File: src/rtl/sw_pkg.sv
// Shared constants and helpers for the slide-switch debouncer.
package sw_pkg;

  localparam int SW_WIDTH              = 10;
  localparam int SW_DEB_CYCLES_DEFAULT = 50000;
  localparam int SW_DEB_CYCLES_SIM     = 4;

  // Counter width able to hold 0 .. n; never narrower than one bit.
  function automatic int cnt_width(input int n);
    if (n < 1) begin
      return 1;
    end
    return $clog2(n + 1);
  endfunction

endpackage

File: src/rtl/sw_debounce_bit.sv
// Single-bit switch conditioner: 2-flop synchronizer, stable-time counter
// and optional registered edge pulses (enabled by SW_DEBOUNCE_EDGE_EN).
module sw_debounce_bit #(
  parameter int DEB_CYCLES = 4,
  parameter int CNT_W      = 3
) (
  input  logic clk,
  input  logic rst,
  input  logic raw,
  output logic db,
  output logic rise,
  output logic fall,
  output logic active
);

  localparam logic [CNT_W-1:0] CNT_LAST = CNT_W'(DEB_CYCLES - 1);

  logic             s1_q, s1_d;
  logic             s2_q, s2_d;
  logic             db_q, db_d;
  logic             active_q, active_d;
  logic [CNT_W-1:0] cnt_q, cnt_d;

  // Synchronizer shift, disagreement counter and acceptance of the new level.
  always_comb begin
    s1_d  = raw;
    s2_d  = s1_q;
    db_d  = db_q;
    cnt_d = '0;
    if (s2_q != db_q) begin
      if (cnt_q == CNT_LAST) begin
        db_d  = s2_q;
        cnt_d = '0;
      end else begin
        cnt_d = cnt_q + CNT_W'(1);
      end
    end
    active_d = (cnt_d != '0);
  end

  // State registers; reset discards any pending transition.
  always_ff @(posedge clk) begin
    if (rst) begin
      s1_q     <= 1'b0;
      s2_q     <= 1'b0;
      db_q     <= 1'b0;
      cnt_q    <= '0;
      active_q <= 1'b0;
    end else begin
      s1_q     <= s1_d;
      s2_q     <= s2_d;
      db_q     <= db_d;
      cnt_q    <= cnt_d;
      active_q <= active_d;
    end
  end

  assign db     = db_q;
  assign active = active_q;

`ifdef SW_DEBOUNCE_EDGE_EN
  logic rise_q, rise_d;
  logic fall_q, fall_d;

  // Pulse in the first cycle the debounced level shows its new value.
  always_comb begin
    rise_d = db_d & ~db_q;
    fall_d = ~db_d & db_q;
  end

  // Edge pulse registers.
  always_ff @(posedge clk) begin
    if (rst) begin
      rise_q <= 1'b0;
      fall_q <= 1'b0;
    end else begin
      rise_q <= rise_d;
      fall_q <= fall_d;
    end
  end

  assign rise = rise_q;
  assign fall = fall_q;
`else
  assign rise = 1'b0;
  assign fall = 1'b0;
`endif

endmodule

File: src/rtl/sw_debouncer.sv
// Debounces the raw slide-switch bus; WIDTH independent bit conditioners.
// Edge pulses on sw_rise/sw_fall exist only when SW_DEBOUNCE_EDGE_EN is
// defined, otherwise those ports are held at zero.
module sw_debouncer
  import sw_pkg::*;
#(
  parameter int WIDTH      = SW_WIDTH,
  parameter int DEB_CYCLES = SW_DEB_CYCLES_DEFAULT,
  parameter int CNT_W      = cnt_width(DEB_CYCLES)
) (
  input  logic             clk,
  input  logic             rst,
  input  logic [WIDTH-1:0] sw_raw,
  output logic [WIDTH-1:0] sw_db,
  output logic [WIDTH-1:0] sw_rise,
  output logic [WIDTH-1:0] sw_fall,
  output logic             busy
);

  logic [WIDTH-1:0] active;

  for (genvar g = 0; g < WIDTH; g++) begin : g_bit
    sw_debounce_bit #(
      .DEB_CYCLES(DEB_CYCLES),
      .CNT_W     (CNT_W)
    ) u_bit (
      .clk   (clk),
      .rst   (rst),
      .raw   (sw_raw[g]),
      .db    (sw_db[g]),
      .rise  (sw_rise[g]),
      .fall  (sw_fall[g]),
      .active(active[g])
    );
  end

  // Busy while any bit has a transition in progress (per-bit flags are registered).
  always_comb begin
    busy = |active;
  end

endmodule

File: config.mk
export PLATFORM = sky130hd
export DESIGN_NAME = sw_debouncer
export DESIGN_NICKNAME = d
export VERILOG_FILES = /design/src/rtl/sw_pkg.sv /design/src/rtl/sw_debounce_bit.sv /design/src/rtl/sw_debouncer.sv
export SDC_FILE = /design/constraint.sdc
export NUM_CORES = 1
export LEC_CHECK = 0
export BUFFER_PORTS_ARGS = -buffer_cell sky130_fd_sc_hd__buf_2
export CAP_MARGIN = 20
export CORE_MARGIN = 5
export CORE_UTILIZATION = 63
export CTS_CLUSTER_SIZE = 10
export DETAILED_ROUTE_END_ITERATION = 10
export GPL_TIMING_DRIVEN = 0
export PLACE_DENSITY = 0.84
export SYNTH_ARGS = -nofsm -noshare
export SYNTH_HDL_FRONTEND = slang
export SYNTH_SLANG_ARGS = --single-unit
File: constraint.sdc
create_clock -name clk -period 3.5 [get_ports clk]
set_clock_uncertainty 0.15 [all_clocks]
set_input_delay 0.7 -clock clk [delete_from_list [all_inputs] [get_ports clk]]
set_output_delay 0.7 -clock clk [all_outputs]
set_load 0.005 [all_outputs]
## Word level (Yosys, flattened, before mapping)

Cells that the tools add are included.

- Bits in registers: 200
- Input port bits: 12
- Output and inout port bits: 31
- Word-level logic and storage cells: 121

- Add/sub/neg operators: 10
- Equality and inequality tests: 20
- Multiplexer cells: 20
- Reductions and logical operators: 21

Operators with widths:

| cell | count |
|---|---|
| $mux 16 | 20 |
| $add 16x1->16 const B | 10 |
| $eq 16x16->1 const B | 10 |
| $reduce_bool 16->1 | 10 |
| $reduce_and 2->1 | 10 |
| $ne 1x1->1 | 10 |
| $reduce_or 10->1 | 1 |

## Depth between registers and ports, before layout

Gate-level depths: netlist of the first run.

- Depth in word-level cells: 4
- Gate-level depth with buffers: 9
- Mapped depth without buffers: 6

## Modules after synthesis

A second synthesis of the first run with hierarchy kept.

- Cell total of the unflattened synthesis: 1204
- Area total of the unflattened synthesis: 10418.7 um^2

Modules (own cells, without submodules):

| module | times used | cells each | area each (um^2) | sequential area each (um^2) |
|---|---|---|---|---|
| sw_debounce_bit | 10 | 120 | 1039.7 | 400.4 |
| sw_debouncer | 1 | 4 | 21.3 | 0.0 |

## Worst setup path before layout of the first run

Ideal clock, no wire load.

- Path kind: input to register
- From: in rst
- To: reg g_bit[4].u_bit.cnt_q[11]
- Library setup time: 128 ps
- Arrival: 1786 ps
- Data required time: 3222 ps
- Path slack: 1436 ps
- Stages on the path: 6
- Buffers on the path: 3
- Path through: clkbuf_1 clkbuf_1 nor2_1 nand2_1 clkbuf_1 nor2_1

RTL lines:

| element | RTL line | text |
|---|---|---|
| start: declaration | sw_debouncer.sv:12 | `input logic rst,` |
| end signal: assignment | sw_debounce_bit.sv:53 | `cnt_q <= cnt_d;` |
| end: declaration | sw_debounce_bit.sv:22 | `logic [CNT_W-1:0] cnt_q, cnt_d;` |

==> results.md, run 1 <==
* Status: complete, no violations
* Syn Area/Cell at 8.395 um2
* Nets at roughly 1400
* Max-Cap Viols at 0
* Setup violations, final at 0
* Ys Warns at 0
* # hold bufs at CTS at 0
* CP delay by family, top: buffers and inverters
* Setup ws final at 0.9810 ns
* Clock Sink Count at 200
* Routed vias at ~9100
* Synth unique cells at between 70 and 80
* Grt total ovfl at 0
* Post-CTS Resized at 0
* H-tree depth at 4
* Slew @ Worst Pin at 0.7507 ns
* Pwr/cell area at ~370 mW/mm2
* Max clock buf depth at 2
* Vias per cell at 5.768
* FF+latch count, synth at 200
* Critical Path Max Stage Delay at 0.51 ns
* TritonCTS Buffers at 17
* GRT Overall Usage at 0.2264
* Port Buffers at 21
* Crit path launch: rst
* Num ports at 43
* Cell Rows at 47
* RSZ-0062 raised after global routing: false
* Worst R2R Start: g_bit[4].u_bit.cnt_q[0]
* Sequential-to-total area share from yosys stat at 0.3714
* CP cell instances: clkbuf_1 > clkbuf_1 > nor2_1 > nand2_1 > clkbuf_1 > nor2_1
* Most frequent cells in the layout: nor2_1, dfxtp_1, xnor2_1, nand2_1, nand3_1
* Worst EP required at 3.65 ns
* Worst Path Arrival at 2.67 ns
* Pins Over Slew Limit at 0
* Final Hold Vio Count at 0
* Part of the cycle the worst path needs at 0.7197
* Reg clk slew, reported paths at 0.07 ns
* Worst setup endpoint: g_bit[4].u_bit.cnt_q[4]
* Drt first pass iters at 6
* Routed wire length at 22590 um
* HPWL after detailed placement at 15230 um
* EDFF count, synth at 0
* Yosys top cell area share at 0.3714
* Largest net degree at the start of global routing at 20
* Number of global-route vias before repair at 8201
* DP Worst Slack at 0.5492 ns
* Flop2flop setup slack at 1.07 ns
* Routability cong. at 0.9061
* Critical path class: primary input to flop
* CP most frequent cell: clkbuf_1
* Crit. path cell count at 6
* Worst slew margin at 0.4996
* Final ANT Viol Nets at 0
* Synthesized cell area at 0.01078 mm2
* Final setup TNS at 0 ns
* Most common cell after layout, fill and taps aside: nor2_1
* Worst IR Drop VDD at 378.6 uV
* CP Capture Type: flop
* Period minus WS final at roughly 2.5 ns
* Number of antenna diodes at 0
* First-pass GRT wire length at 38090 um
* Post-CTS setup buffer count at 0
* Dominant cells by area after synthesis: dfxtp_1, xnor2_1, nor2_1
* Primary FF master, synth: dfxtp_1
* Die X at 140.8 um
* CTS tree: built
* Area grow syn2layout at 9.715%
* Die Area at 0.01983 mm2
* Post-synth top area cell: dfxtp_1
* CTS root buffer: clkbuf_16
* Worst-case reg-to-reg path depth at 6
* Initial Utilization at 0.6454
* Die height at 140.8 um
* Initial antenna violation count at 0
* Worst skew pair latency at 0.44 ns
* Worst Hold Class: flop to flop
* Mapped Cells at 1284
* Worst hold slack at 0.2893 ns
* Drt drc at 0
* Core Util, Final at 0.7081
* Leak at 4.238 nW
* Worst Path Max Fanout at 10
* CP Buf/Inv Count at 3
* Max Clock Freq at 0.3970 GHz
* Total core area at around 0.017 mm2
* Synth async-reset ratio at 0
* Critical path's slowest cell: clkbuf_1
* 1st-iter DRT viols at approximately 580
* Share of layout cells above drive strength 1 at 0.1305
* Wire per inst at 14.34 um
* Crit start category: primary input
* RR Endpoint: g_bit[4].u_bit.active
-- stage by stage --
stage / cell area, um2 / std cells / total power [W]
after floorplan: 10850 / 1303 / 0.002420
after detailed placement: 11230 / 1544 / 0.002451
after global routing: 11830 / 1576 / 0.004537
after CTS: 11830 / 1576 / 0.004421
final: 11830 / 1576 / 0.004386
after global placement: 11230 / 1544 / 0.002449
-- synthesized netlist by cell type, types with 6 or more instances --
| cell type | number |
|---|---|
| a211oi_1 | 9 |
| nand4_1 | 42 |
| xnor2_1 | 93 |
| nor4_1 | 30 |
| buf_2 | 41 |
| a21o_1 | 8 |
| o21ai_0 | 17 |
| and2_1 | 6 |
| nand2b_1 | 9 |
| nor2_1 | 203 |
| buf_4 | 36 |
| nand3_1 | 71 |
| and3_1 | 31 |
| inv_1 | 33 |
| nor2b_1 | 23 |
| mux2i_1 | 19 |
| xor2_1 | 61 |
| and4_1 | 18 |
| a31oi_1 | 13 |
| or3_1 | 13 |
| a21oi_1 | 21 |
| nor4b_1 | 10 |
| o2111ai_1 | 6 |
| clkbuf_1 | 25 |
| nor3_1 | 45 |
| ha_1 | 10 |
| dfxtp_1 | 200 |
| nand2_1 | 72 |
-- metal layers --
metal  up-vias  global-route usage  share of wire
met4         0             0.07088          0.017
met1      4200              0.3010           0.46
met2       271              0.3783           0.48
met5         -                   0              0
li1       4578                   -              -
met3        41             0.03725          0.049
-- how the worst min path moves through the flow --
stage / start / end / depth (start not counted) / slack (ns)
after detailed placement: g_bit[0].u_bit.s1_q / g_bit[0].u_bit.s2_q / 1 / 0.27
after floorplan: g_bit[0].u_bit.s1_q / g_bit[0].u_bit.s2_q / 1 / 0.26
final: g_bit[6].u_bit.s1_q / g_bit[6].u_bit.s2_q / 1 / 0.29
after global placement: g_bit[6].u_bit.s1_q / g_bit[6].u_bit.s2_q / 1 / 0.27
after CTS: g_bit[6].u_bit.s1_q / g_bit[6].u_bit.s2_q / 1 / 0.29
after global routing: g_bit[3].u_bit.s1_q / g_bit[3].u_bit.s2_q / 1 / 0.31
-- state kept, by name, summed over array words and instances, names as in the netlist --
| signal | flops |
|---|---|
| g_bit.u_bit.cnt_q | 160 |
| g_bit.u_bit.s2_q | 10 |
| g_bit.u_bit.s1_q | 10 |
| g_bit.u_bit.db | 10 |
| g_bit.u_bit.active | 10 |
-- final cells by class --
type | instances | area, um2
well taps | 220 | 275.3
multi-input cells | 962 | 6118
repair buffers | 21 | 105.1
flip-flops and latches | 200 | 4004
inverters | 33 | 123.9
fillers | 1288 | 4875
plain buffers | 108 | 604.3
clock inverters | 14 | 156.4
clock buffers | 18 | 439.2
-- logic make-up after synthesis --
kind of cell | after synthesis | synth area share
AOI/OAI and AO/OA | 126 | 0.08601
xor gates and xnor gates | 154 | 0.1251
adders and majority gates | 10 | 0.01161
buffers and inverters | 141 | 0.06756
DFF | 200 | 0.3714
muxes | 22 | 0.02078
other | 1 | 0.0003479
and+or+nand+nor | 630 | 0.3171
-- power breakdown --
group	internal, W	switching, W	total (W)
combinational	0.0000413	0.0000566	0.0000979
sequential	0.00229	0.0000119	0.00230
clock	0.00104	0.000948	0.00199
Note: power is estimated with default switching activity, not from simulation.
==> inputs of run 2 (changes only) <==
--- a/config.mk
+++ b/config.mk
@@ -5,6 +5,7 @@
 export SDC_FILE = /design/constraint.sdc
 export NUM_CORES = 1
 export LEC_CHECK = 0
+export ABC_AREA = 1
 export BUFFER_PORTS_ARGS = -buffer_cell sky130_fd_sc_hd__buf_2
 export CAP_MARGIN = 20
 export CORE_MARGIN = 5
==> constraint.sdc (replaced) <==
create_clock -name clk -period 2.5 [get_ports clk]
set_clock_uncertainty 0.15 [all_clocks]
set_input_delay 0.5 -clock clk [delete_from_list [all_inputs] [get_ports clk]]
set_output_delay 0.5 -clock clk [all_outputs]
set_load 0.005 [all_outputs]
==> run 2 against run 1 <==
  * Clock-buffer cell count decreased by 1
  * Core utilization decreased by 0.094 points
  * Non-clock buffer count decreased by 52
  * Combinational power increased by 130%
  * Die area increased by 3.6%
  * Sequential power increased by 40%
  * Register-to-register slack got worse by 0.70 ns
  * Hold slack got worse by 0.18 ns
  * Worst setup slack got worse by 0.61 ns
  * Critical path depth increased by 4
  * Clock power increased by 42%
  * Global-route usage increased by 2.9 points
  * Largest cell class unchanged
  * Highest routed layer unchanged
==> results.md, run 2 <==
* First-pass GRT wire length at 43790 um
* Worst skew pair latency at 0.45 ns
* Area grow syn2layout at 9.572%
* Status: complete, no violations
* Largest net degree at the start of global routing at 20
* # hold bufs at CTS at 0
* Wire per inst at about 12 um
* Core Util, Final at 0.7072
* Num ports at 43
* Non-Filler Instances at 2067
* Nets at 1851
* Ys Warns at 0
* Worst EP required at 2.69 ns
* Grt total ovfl at 0
* Worst IR Drop VDD at 621.1 uV
* Max clock buf depth at 2
* Syn Area/Cell at 6.332 um2
* Most frequent cells in the layout: nand2_1, nor2_1, dfxtp_1, inv_1, nand3_1
* Worst Hold Class: primary input to flop
* RSZ-0062 raised after global routing: false
* Vias per cell at 5.309
* Synthesized cell area at 0.01120 mm2
* Initial Utilization at 0.6454
* Cell with the most instances after synthesis: nand2_1
* Max-Cap Viols at 0
* DP Worst Slack at 0.4338 ns
* Final Hold Vio Count at 0
* TritonCTS Buffers at 17
* Critical path class: flop to flop
* Most common cell after layout, fill and taps aside: nand2_1
* Worst Path Arrival at 2.32 ns
* Number of global-route vias before repair at 9840
* Worst slew margin at 0.5315
* Largest register FFs at 160
* CTS tree: built
* EDFF count, synth at 0
* Drt drc at 0
* Final ANT Viol Nets at 0
* Die Area at about 0.02 mm2
* Die X at 143.3 um
* Pwr/cell area at 511.2 mW/mm2
* Setup ws final at between 0.3 and 0.4 ns
* Final setup TNS at 0 ns
* Worst Path Max Fanout at 9
* Initial antenna violation count at 0
* Max Clock Freq at between 0.4 and 0.5 GHz
* CP Capture Type: flop
* Routed wire length at 25590 um
* Leak at 5.440 nW
* Crit start category: flop
* 1st-iter DRT viols at 806
* Primary FF master, synth: dfxtp_1
* Number of antenna diodes at 0
* FF+latch count, synth at 200
* Dpl cells at 2035
* Commonest cells in the netlist: nand2_1, nor2_1, dfxtp_1, inv_1, nand3_1
* Die height at 143.3 um
* Cell Rows at 48
* Min-delay src: sw_raw[9]
* Worst R2R Start: g_bit[2].u_bit.cnt_q[1]
* Post-synth top area cell: dfxtp_1
* Flop2flop setup slack at 0.37 ns
* Routed vias at 10970
* Reg with most FFs: g_bit.u_bit.cnt_q
* Pins Over Slew Limit at 0
* Clock Sink Count at 200
* Drt first pass iters at 5
* Period minus WS final at 2.130 ns
* Total core area at 0.01736 mm2
* Sequential-to-total area share from yosys stat at 0.3574
* Share of layout cells above drive strength 1 at 0.07220
* HPWL after detailed placement at around 19000 um
* Dominant cells by area after synthesis: dfxtp_1, nand2_1, nor2_1
* Synth async-reset ratio at 0
* Mapped Cells at 1769
* CTS root buffer: clkbuf_16
* Post-CTS setup buffer count at 0
* Part of the cycle the worst path needs at 0.8520
* Yosys top cell area share at 0.3574
* Crit path launch: g_bit[2].u_bit.cnt_q[1]
* Setup violations, final at 0
* H-tree depth at 4
* Routability cong. at 0.9611
* Synth unique cells at 36
* Reg clk slew, reported paths at 0.07 ns
* Slew @ Worst Pin at 0.7027 ns
* GRT Overall Usage at 0.2556
* Port Buffers at 22
* Post-CTS Resized at 0
==> run 2: worst paths after layout <==
path              depth (start not counted)                     to
setup reg to reg                         10  g_bit[2].u_bit.active
hold reg to reg                           2    g_bit[6].u_bit.s2_q
hold / removal                            3    g_bit[9].u_bit.s1_q
setup / recovery                         10  g_bit[2].u_bit.active
==> run 2: where the power goes <==
| part | switching, W | internal (W) |
|---|---|---|
| registers | 0.0000140 | 0.00321 |
| logic | 0.000155 | 0.0000688 |
| clock network | 0.00131 | 0.00152 |
| total | 0.00148 | 0.00479 |
==> run 2: area by class of cell <==
type                       instances  area [um2]
multi-input combinational       1348        6241
fill                            1494        5082
sequential                       200        4004
inverter                         185       696.9
clock buffer                      17       425.4
buffer                            55       331.6
tap                              225       281.5
clock inverter                    15       183.9
timing repair buffer              22       110.1
==> run 2: per-layer routing <==
layer  track usage  vias up  share of wire
met5             0        -              0
met4       0.07879        0          0.018
met3       0.04559       45          0.065
met2        0.4243      349           0.46
met1        0.3415     4893           0.45
li1              -     5686              -
==> run 2: kinds of logic after synthesis <==
family,Yosys count,synth area share
DFF,200,0.3574
adders and majority gates,10,0.01117
AOI/OAI and AO/OA,118,0.06713
other,1,0.0003348
xor gates and xnor gates,46,0.03764
and+or+nand+nor,1154,0.4345
buffers and inverters,240,0.09181
==> run 2: stage by stage <==
stage | power [W] | hold WS [ns] | area, um2
after floorplan | 0.003444 | 0.2383 | 11270
after global routing | 0.006495 | 0.09591 | 12270
after CTS | 0.006320 | 0.09703 | 12270
after global placement | 0.003513 | 0.2416 | 11660
final | 0.006275 | 0.1067 | 12270
after detailed placement | 0.003516 | 0.2468 | 11660
==> run 2: critical path: stages, from the launching register on <==
cell,delay (ns)
dfxtp_1,0.39
ha_1,0.32
nand3_2,0.18
nor2_1,0.23
a21oi_2,0.18
nand2_1,0.14
nand2_1,0.07
nor2_1,0.13
nand3_1,0.12
nand2_1,0.08
inv_1,0.04
